<file path="src/rtl/spi_word_packer_pkg.sv">
// Shared constants and types for the SPI byte/word packer.
// Chip-select polarity lives here so both the synchroniser and the top agree.
package spi_word_packer_pkg;

    localparam logic CS_ACTIVE = 1'b0;
    localparam logic CS_IDLE   = 1'b1;

    typedef enum logic {
        ST_IDLE   = 1'b0,
        ST_ACTIVE = 1'b1
    } state_t;

endpackage

</file>
<file path="src/rtl/spi_cs_sync.sv">
// Two-flop synchroniser for the raw chip select, plus registered fall/rise strobes.
// All stages reset to the deselected level so reset never fakes a frame start.
module spi_cs_sync
    import spi_word_packer_pkg::*;
(
    input  logic clk,
    input  logic rst,
    input  logic cs,
    output logic cs_fall,
    output logic cs_rise
);

    logic r_sync1;
    logic r_sync2;
    logic r_sync3;
    logic r_fall;
    logic r_rise;

    always_ff @(posedge clk or negedge rst) begin
        if (!rst) begin
            r_sync1 <= CS_IDLE;
            r_sync2 <= CS_IDLE;
            r_sync3 <= CS_IDLE;
            r_fall  <= 1'b0;
            r_rise  <= 1'b0;
        end else begin
            r_sync1 <= cs;
            r_sync2 <= r_sync1;
            r_sync3 <= r_sync2;
            r_fall  <= (r_sync3 == CS_IDLE) && (r_sync2 == CS_ACTIVE);
            r_rise  <= (r_sync3 == CS_ACTIVE) && (r_sync2 == CS_IDLE);
        end
    end

    assign cs_fall = r_fall;
    assign cs_rise = r_rise;

endmodule

</file>
<file path="src/rtl/spi_word_packer.sv">
// Packs SPI bytes into words for the rx buffer and serialises tx buffer words into bytes.
// Handshake: spi_ready is a one-cycle byte strobe; tx_rd pops the send head in the cycle it is loaded.
module spi_word_packer
    import spi_word_packer_pkg::*;
#(
    parameter int DATA_WIDTH     = 32,
    parameter int SPI_DATA_WIDTH = 8,
    parameter int CNT_WIDTH      = 8
) (
    input  logic                      clk,
    input  logic                      rst,
    input  logic                      cs,
    input  logic                      spi_ready,
    input  logic [SPI_DATA_WIDTH-1:0] spi_data_receive,
    output logic [SPI_DATA_WIDTH-1:0] spi_data_send,
    input  logic                      tx_valid,
    input  logic [DATA_WIDTH-1:0]     tx_data,
    output logic                      tx_rd,
    output logic                      rx_wr,
    output logic [DATA_WIDTH-1:0]     rx_data,
    output logic [CNT_WIDTH-1:0]      word_cnt,
    output logic                      frame_done,
    output logic                      frame_error,
    output logic                      tx_underflow,
    output logic                      dbg_state
);

    localparam int BYTES = DATA_WIDTH / SPI_DATA_WIDTH;
    localparam int IDX_W = (BYTES > 1) ? $clog2(BYTES) : 1;
    localparam logic [IDX_W-1:0] IDX_LAST = IDX_W'(BYTES - 1);

    logic                  w_cs_fall;
    logic                  w_cs_rise;
    state_t                r_state;
    state_t                w_state_next;
    logic                  w_start;
    logic                  w_byte;
    logic                  w_end;
    logic                  w_word_end;
    logic                  w_tx_load;
    logic [IDX_W-1:0]      w_idx_next;
    logic [DATA_WIDTH-1:0] w_rx_word;

    logic [IDX_W-1:0]      r_idx;
    logic [DATA_WIDTH-1:0] r_rx_shift;
    logic [DATA_WIDTH-1:0] r_rx_data;
    logic                  r_rx_wr;
    logic [DATA_WIDTH-1:0] r_tx_shift;
    logic [CNT_WIDTH-1:0]  r_word_cnt;
    logic                  r_frame_done;
    logic                  r_frame_error;
    logic                  r_tx_underflow;

    spi_cs_sync u_cs_sync (
        .clk     (clk),
        .rst     (rst),
        .cs      (cs),
        .cs_fall (w_cs_fall),
        .cs_rise (w_cs_rise)
    );

    always_ff @(posedge clk or negedge rst) begin
        if (!rst) begin
            r_state <= ST_IDLE;
        end else begin
            r_state <= w_state_next;
        end
    end

    // Bytes are only accepted inside a frame; a byte coinciding with cs_rise is still taken.
    always_comb begin
        w_state_next = r_state;
        w_start      = 1'b0;
        w_byte       = 1'b0;
        w_end        = 1'b0;
        case (r_state)
            ST_IDLE: begin
                if (w_cs_fall) begin
                    w_state_next = ST_ACTIVE;
                    w_start      = 1'b1;
                end
            end
            ST_ACTIVE: begin
                w_byte = spi_ready;
                if (w_cs_rise) begin
                    w_state_next = ST_IDLE;
                    w_end        = 1'b1;
                end
            end
            default: w_state_next = ST_IDLE;
        endcase
    end

    assign w_word_end = w_byte && (r_idx == IDX_LAST);
    assign w_idx_next = w_word_end ? '0 : (w_byte ? r_idx + IDX_W'(1) : r_idx);
    assign w_rx_word  = {r_rx_shift[DATA_WIDTH-SPI_DATA_WIDTH-1:0], spi_data_receive};
    assign w_tx_load  = w_start || w_word_end;

    always_ff @(posedge clk or negedge rst) begin
        if (!rst) begin
            r_idx          <= '0;
            r_rx_shift     <= '0;
            r_rx_data      <= '0;
            r_rx_wr        <= 1'b0;
            r_tx_shift     <= '0;
            r_word_cnt     <= '0;
            r_frame_done   <= 1'b0;
            r_frame_error  <= 1'b0;
            r_tx_underflow <= 1'b0;
        end else begin
            r_rx_wr      <= 1'b0;
            r_frame_done <= 1'b0;
            if (w_start) begin
                r_idx          <= '0;
                r_word_cnt     <= '0;
                r_frame_error  <= 1'b0;
                r_tx_underflow <= 1'b0;
            end
            if (w_byte) begin
                r_idx      <= w_idx_next;
                r_rx_shift <= w_rx_word;
                r_tx_shift <= r_tx_shift << SPI_DATA_WIDTH;
                if (w_word_end) begin
                    r_rx_wr   <= 1'b1;
                    r_rx_data <= w_rx_word;
                    if (r_word_cnt != '1) begin
                        r_word_cnt <= r_word_cnt + CNT_WIDTH'(1);
                    end
                end
            end
            // An empty send buffer feeds zeros and latches underflow until the next frame.
            if (w_tx_load) begin
                r_tx_shift <= tx_valid ? tx_data : '0;
                if (!tx_valid) begin
                    r_tx_underflow <= 1'b1;
                end
            end
            if (w_end) begin
                r_frame_done  <= 1'b1;
                r_frame_error <= (w_idx_next != '0);
            end
        end
    end

    assign tx_rd         = w_tx_load && tx_valid;
    assign spi_data_send = r_tx_shift[DATA_WIDTH-1 -: SPI_DATA_WIDTH];
    assign rx_wr         = r_rx_wr;
    assign rx_data       = r_rx_data;
    assign word_cnt      = r_word_cnt;
    assign frame_done    = r_frame_done;
    assign frame_error   = r_frame_error;
    assign tx_underflow  = r_tx_underflow;
    assign dbg_state     = r_state;

endmodule

</file>
<file path="config.mk">
export PLATFORM = sky130hd
export DESIGN_NAME = spi_word_packer
export DESIGN_NICKNAME = d
export VERILOG_FILES = /design/src/rtl/spi_word_packer_pkg.sv /design/src/rtl/spi_cs_sync.sv /design/src/rtl/spi_word_packer.sv
export SDC_FILE = /design/constraint.sdc
export NUM_CORES = 1
export LEC_CHECK = 0
export CORE_UTILIZATION = 50
export CTS_CLUSTER_SIZE = 14
export DETAILED_ROUTE_END_ITERATION = 8
export PLACE_DENSITY_LB_ADDON = 0.2
export SYNTH_ARGS = -nofsm -noshare
export SYNTH_HDL_FRONTEND = slang
export SYNTH_SLANG_ARGS = --single-unit
</file>
<file path="constraint.sdc">
create_clock -name clk -period 1.7 [get_ports clk]
set_input_delay 0.34 -clock clk [delete_from_list [all_inputs] [get_ports clk]]
set_output_delay 0.34 -clock clk [all_outputs]
set_load 0.01 [all_outputs]
</file>
==> results of run 1 <==
-- registers in the layout (all words and copies together), names as in the netlist --
| signal | cells |
|---|---|
| rx_wr | 1 |
| u_cs_sync.cs_rise | 1 |
| frame_done | 1 |
| r_rx_shift | 24 |
| rx_data | 32 |
| u_cs_sync.r_sync2 | 1 |
| r_tx_shift | 32 |
| u_cs_sync.r_sync3 | 1 |
| r_idx | 2 |
| dbg_state | 1 |
| word_cnt | 8 |
| u_cs_sync.cs_fall | 1 |
| tx_underflow | 1 |
| u_cs_sync.r_sync1 | 1 |
| frame_error | 1 |
-- cell usage in the layout (no fill, tap or decap), drive strengths merged, types with 2 or more instances in the layout --
| master | instances |
|---|---|
| a21oi | 3 |
| o21ai | 35 |
| dlymetal6s2s | 3 |
| clkdlybuf4s50 | 92 |
| dfstp | 3 |
| clkbuf | 10 |
| nand3 | 7 |
| and2 | 2 |
| a31oi | 24 |
| and3 | 24 |
| nand4 | 2 |
| nor2 | 4 |
| buf | 32 |
| inv | 7 |
| nand2b | 3 |
| ha | 2 |
| mux2 | 24 |
| nor2b | 4 |
| a22o | 8 |
| o211ai | 3 |
| nand2 | 127 |
| dfrtp | 105 |
| clkinv | 3 |
| xnor2 | 3 |
-- cell type report --
cell class              instances  area, um2  area share (%)
flip-flops and latches        108       2710            45.5
clock buffers                  10        138            2.31
repair buffers                129       1290            21.6
inverters                       5       18.8           0.315
clock inverters                 6       56.3           0.946
well taps                     108        135            2.27
multi-input cells             284       1610            27.0
-- through the flow --
stage	instances	TNS [ns]	area [um2]	power (uW)
CTS	646	-0.0296	5900	8150
global placement	623	-5.68	5640	6500
finish	650	-0.0130	5950	8070
global route	650	-0.114	5950	8620
detailed placement	623	-8.02	5640	6620
floorplan	434	0	4500	5220
-- synth_stat cells --
library cell and count:
nand2_1 126, dfrtp_1 105, o21ai_0 29, a31oi_1 24
and3_1 24, mux2_2 24, clkbuf_1 15, buf_2 10
buf_4 9, a22o_1 8, nand3_1 6, o21ai_1 6
inv_1 4, nor2_1 4, nor2b_1 4, dfstp_2 3
nand2b_1 3, o211ai_1 3, xnor2_1 3, a21oi_1 2
and2_1 2, buf_1 2, ha_1 2, nand4_1 2
a21oi_2 1, a31o_2 1, a32o_1 1, buf_6 1
inv_2 1, nand2_2 1, nand3_2 1, nor3_1 1
o211a_1 1, o21bai_1 1, o22ai_1 1, o311a_1 1
o31ai_1 1, or4_1 1
-- power by group --
part	internal, uW	leakage, uW	switching (uW)
clock	602	0.0000965	896
sequential	3400	0.00137	480
combinational	1540	0.00134	1160
-- per-layer routing --
layer | vias to the layer above | wire, um | track usage (%)
met3 | 10 | 414 | 3.97
met1 | 1654 | 4400 | 30.8
met2 | 88 | 4530 | 33.5
met4 | 0 | 124 | 7.12
li1 | 1672 | - | -
met5 | - | 0 | 0
-- repair_timing --
item                                   in CTS  in global routing
pin swaps                                   2                  0
gates resized for setup                    12                  6
setup endpoints to repair                  11                 40
endpoints found under the hold margin      13                  0
hold buffers                                1                  0
buffers inserted                            6                  4
-- worst max-delay path, delay by kind of cell (launching register included) --
kind | cells | cell delay [ns]
simple gates | 3 | 0.30
flops | 1 | 0.39
fa+ha+maj | 1 | 0.22
buf+inv | 1 | 0.11
-- cells by family after synthesis --
kind of cell / count (synthesis) / synth area share (%)
AO/OA/AOI/OAI: 80 / 11.0
XOR/XNOR: 3 / 0.584
adder cells (fa/ha/maj): 2 / 0.556
buffers and inverters: 42 / 4.70
flip-flops: 108 / 60.1
multiplexers: 24 / 6.00
AND/OR/NAND/NOR: 175 / 17.0
-- worst max-delay path by stage --
stage	startpoint	to
CTS	r_idx[1]$_DFFE_PN0P_	tx_rd
global route	r_idx[1]$_DFFE_PN0P_	tx_rd
detailed placement	spi_ready	tx_rd
floorplan	dbg_state$_DFF_PN0_	tx_rd
global placement	spi_ready	tx_rd
finish	r_idx[1]$_DFFE_PN0P_	tx_rd
==> results_dict.tcl, run 1 <==
set metrics [dict create \
    status "complete, but fails checks" \
    violations "setup timing" \
    root_buffer "clkbuf_8" \
    period_minus_slack_ns 1.71 \
    worstSetupPathType "reg -> out" \
    avgSynthCellArea_um2 10.4 \
    grt-ovfl-total 0 \
    core.rowCount 34 \
    maxCapViolCount 0 \
    synthCells 434 \
    die_area_um2 9390 \
    cpPeakStageDelay_ns 0.39 \
    drc 0 \
    clock-skew-final_ns 0.0124 \
    rsz0062_at_grt "yes" \
    fmax_mhz 584 \
    r2r_setup_slack_ns 0.03 \
    gp_congestion 0.776 \
    setup_ws_ns -0.0130 \
    nets 584 \
    cts_sinks 108 \
    grt_max_degree 57 \
    synth.distinct_cells 38 \
    ctsLongestPathBuffers 2 \
    crit_fanout 3 \
    synth.net_count 481 \
    dpl.hpwl_mm 6.36 \
    setup_viol 1 \
    drive_gt1_share_pct 16.1 \
    final.period_utilization_pct 101 \
    rr_startpoint "r_idx[1]$_DFFE_PN0P_" \
    synth_top_cell_area_share_pct 58.4 \
    arrival_ns 1.37 \
    synth_seq_area_share_pct 60.1 \
    h-tree-depth 3 \
    whs_ns 0.362 \
    tightest_slew_ns 0.301 \
    ir_worst_vdd_mv 0.710 \
    holdCritPathClass "in -> async" \
    cpMaxStageDelayCell "dfrtp_1" \
    first_pass_iters 4 \
    rr_worst_depth 6 \
    diodes 0 \
    via_per_inst 5.27 \
    reg2reg_to "word_cnt[5]$_DFF_PN0_" \
    slew_headroom_pct 79.9 \
    cp-start-kind "register" \
    grt_pass1_vias 3375 \
    routedWlPerCell_um 14.6 \
    area.growth.synth_to_final_pct 32.3 \
    powerDensity_nw_per_um2 1360 \
    cts_tree "built" \
    yosysWarnings 0 \
    path_clk_slew_ns 0.11 \
    pre_cts_ws_ns -0.327 \
    synth-seq-cells 108 \
    netlist_area_um2 4500 \
    die_w_um 96.9 \
    required_ns 1.36 \
    routed_wirelength_mm 9.47 \
    grt_first_pass_wirelength_mm 16.4 \
    portBuffers 98 \
    start_util_pct 51.6 \
    die_h_um 96.9 \
    io-pin-count 99 \
    synth_top_area_cell "dfrtp_1" \
    slew_violations 0 \
    core_area_um2 8720 \
    hold_viol_final 0 \
    fill_cells 709 \
    grt_usage_pct 21.6 \
    numCtsBuffers 9 \
    clock_latency_ns 0.36 \
    p_leak_uw 0.00281 \
    ant_nets 0 \
    drtIter0Drc 185 \
    crit_path_end_kind "primary output" \
    synthTopCellsByArea "dfrtp_1 (58%), nand2_1 (11%), mux2_2 (6.0%)" \
    antenna_found_initial 0 \
    worstPathCellList "ha_2, nand3_4, nand2_2, and2_4, buf_6" \
    fin_util_pct 68.3 \
    via_count 3424 \
]
Note: power is estimated with default switching activity, not from simulation.
==> inputs of run 2 (changes only) <==
--- a/config.mk
+++ b/config.mk
@@ -5,7 +5,8 @@
 export SDC_FILE = /design/constraint.sdc
 export NUM_CORES = 1
 export LEC_CHECK = 0
-export CORE_UTILIZATION = 50
+export CORE_UTILIZATION = 52
+export CTS_BUF_LIST = sky130_fd_sc_hd__clkbuf_4
 export CTS_CLUSTER_SIZE = 14
 export DETAILED_ROUTE_END_ITERATION = 8
 export PLACE_DENSITY_LB_ADDON = 0.2
==> constraint.sdc (replaced) <==
create_clock -name clk -period 1.7 [get_ports clk]
set_input_delay 0.51 -clock clk [delete_from_list [all_inputs] [get_ports clk]]
set_output_delay 0.51 -clock clk [all_outputs]
set_load 0.01 [all_outputs]
==> run 2 against run 1 <==
Against the previous run: first-iteration DRC count up 11%; highest routed layer unchanged; cell area up 2.1%; the flow still finishes with violations (setup timing); register-to-register slack worse by 0.10 ns; worst setup slack worse by 0.23 ns; fmax down 12%; clock power down 10%; flip-flop and latch count unchanged.
==> results_dict.tcl, run 2 (same netlist as run 1, synthesis figures left out) <==
set metrics [dict create \
    cts_sinks 108 \
    core_area_um2 8300 \
    via_count 3505 \
    powerDensity_nw_per_um2 1330 \
    diodes 0 \
    rr_worst_depth 7 \
    ir_worst_vdd_mv 0.620 \
    final_common_cell "nand2_1" \
    path_clk_slew_ns 0.16 \
    crit_family "buffers and inverters" \
    clock-skew-final_ns 0.0173 \
    drive_gt1_share_pct 19.1 \
    mostFrequentLayoutCells "nand2_1 (126), dfrtp_1 (104), buf_4 (48), clkdlybuf4s50_1 (43), clkdlybuf4s15_1 (37)" \
    drc 0 \
    routed_wirelength_mm 9.70 \
    setup_ws_ns -0.247 \
    worstSetupPathType "in -> out" \
    status "complete, but fails checks" \
    fmax_mhz 514 \
    grt_usage_pct 22.9 \
    ctsLongestPathBuffers 2 \
    holdCritPathClass "reg -> reg" \
    rr_startpoint "r_idx[1]$_DFFE_PN0P_" \
    nets 608 \
    first_pass_iters 4 \
    routedWlPerCell_um 14.5 \
    gp_congestion 0.756 \
    cpMaxStageDelayCell "clkdlybuf4s50_1" \
    portBuffers 98 \
    hold_viol_final 0 \
    fill_cells 606 \
    p_total_uw 8110 \
    arrival_ns 1.44 \
    stdcell_count 671 \
    violations "setup timing" \
    cts_tree "built" \
    clock_latency_ns 0.45 \
    area.growth.synth_to_final_pct 35.0 \
    slew_violations 0 \
    reg2reg_to "r_tx_shift[20]$_DFFE_PN0P_" \
    final.period_utilization_pct 115 \
    cp.buffers_inverters 2 \
    rsz0062_at_grt "yes" \
    slew_headroom_pct 77.5 \
    cp-start-kind "input pin" \
    fin_util_pct 73.2 \
    cpPeakStageDelay_ns 0.54 \
    worstPathCellList "clkdlybuf4s50_1, nand3_4, nand2_4, and2_4, buf_6" \
    dpl.cell_count 619 \
    hold_end "u_cs_sync.r_sync2$_DFF_PN1_" \
    r2r_setup_slack_ns -0.07 \
    required_ns 1.19 \
    grt_first_pass_wirelength_mm 16.0 \
    die_h_um 95.0 \
    dpl.hpwl_mm 6.27 \
    h-tree-depth 3 \
    grt-ovfl-total 0 \
    hold_path_startpoint "u_cs_sync.r_sync1$_DFF_PN1_" \
    antenna_found_initial 0 \
    start_util_pct 54.2 \
    hold-path-cell-count 0 \
    p_leak_uw 0.00298 \
    via_per_inst 5.22 \
    period_minus_slack_ns 1.95 \
    tightest_slew_ns 0.338 \
    maxCapViolCount 0 \
    ant_nets 0 \
    setup_viol 27 \
    die_area_um2 9030 \
    grt_max_degree 54 \
    finalSetupTns_ns -1.34 \
    crit_path_end_kind "primary output" \
    core.rowCount 33 \
    die_w_um 95.0 \
    drtIter0Drc 206 \
    io-pin-count 99 \
    grt_pass1_vias 3385 \
    root_buffer "clkbuf_4" \
    numCtsBuffers 9 \
    crit_fanout 2 \
]
-- run 2: cell count changes in the layout (fill, tap and decap cells not counted), sizes merged --
cell,previous run,this run
dlymetal6s2s,3,0
clkbuf,10,9
clkinv,3,1
clkdlybuf4s50,92,43
clkdlybuf4s15,0,37
clkinvlp,1,0
buf,32,57
inv,7,10
dlygate4sd2,1,15
bufinv,0,1
-- run 2: repair_timing --
item,in CTS,in global routing
endpoints found under the setup margin,87,88
hold endpoints to repair,14,0
setup buffers,23,12
gates cloned,0,0
gates resized for setup,72,35
pin swaps,3,1
hold buffers,1,0
-- run 2: how the worst max path moves through the flow --
stage / startpoint / to / slack, ns / cells after the start
floorplan: dbg_state$_DFF_PN0_ / tx_rd / 0.007 / 6
global placement: spi_ready / tx_rd / -0.65 / 5
detailed placement: spi_ready / tx_rd / -0.67 / 5
CTS: r_idx[1]$_DFFE_PN0P_ / tx_rd / -0.30 / 5
global route: r_idx[0]$_DFFE_PN0P_ / tx_rd / -0.31 / 5
finish: spi_ready / tx_rd / -0.25 / 5
-- run 2: cell type report --
class	count	area [um2]	area share (%)
clock buffers	9	67.6	1.11
flip-flops and latches	108	2710	44.6
clock inverters	7	81.3	1.34
multi-input cells	284	1620	26.6
well taps	105	131	2.16
inverters	5	18.8	0.309
repair buffers	153	1450	23.9
-- run 2: routing by layer --
layer	global-route usage, %	vias up	routed length, um
li1	-	1728	-
met1	31.4	1685	4430
met2	36.9	80	4770
met4	8.08	0	104
met5	0	-	0
met3	3.99	12	404
-- run 2: through the flow --
step | worst slack [ns] | hold slack, ns | instance area [um2]
after floorplan | 0.00742 | 0.214 | 4510
after global placement | -0.653 | 0.349 | 5640
after detailed placement | -0.670 | 0.347 | 5640
final | -0.247 | 0.370 | 6080
after global routing | -0.314 | 0.377 | 6080
after CTS | -0.301 | 0.373 | 5930
-- run 2: report_power, final --
| part | switching (uW) | internal, uW | leakage, uW |
|---|---|---|---|
| logic | 1260 | 1620 | 0.00151 |
| clock network | 867 | 479 | 0.0000836 |
| registers | 493 | 3390 | 0.00138 |
| total | 2620 | 5490 | 0.00298 |
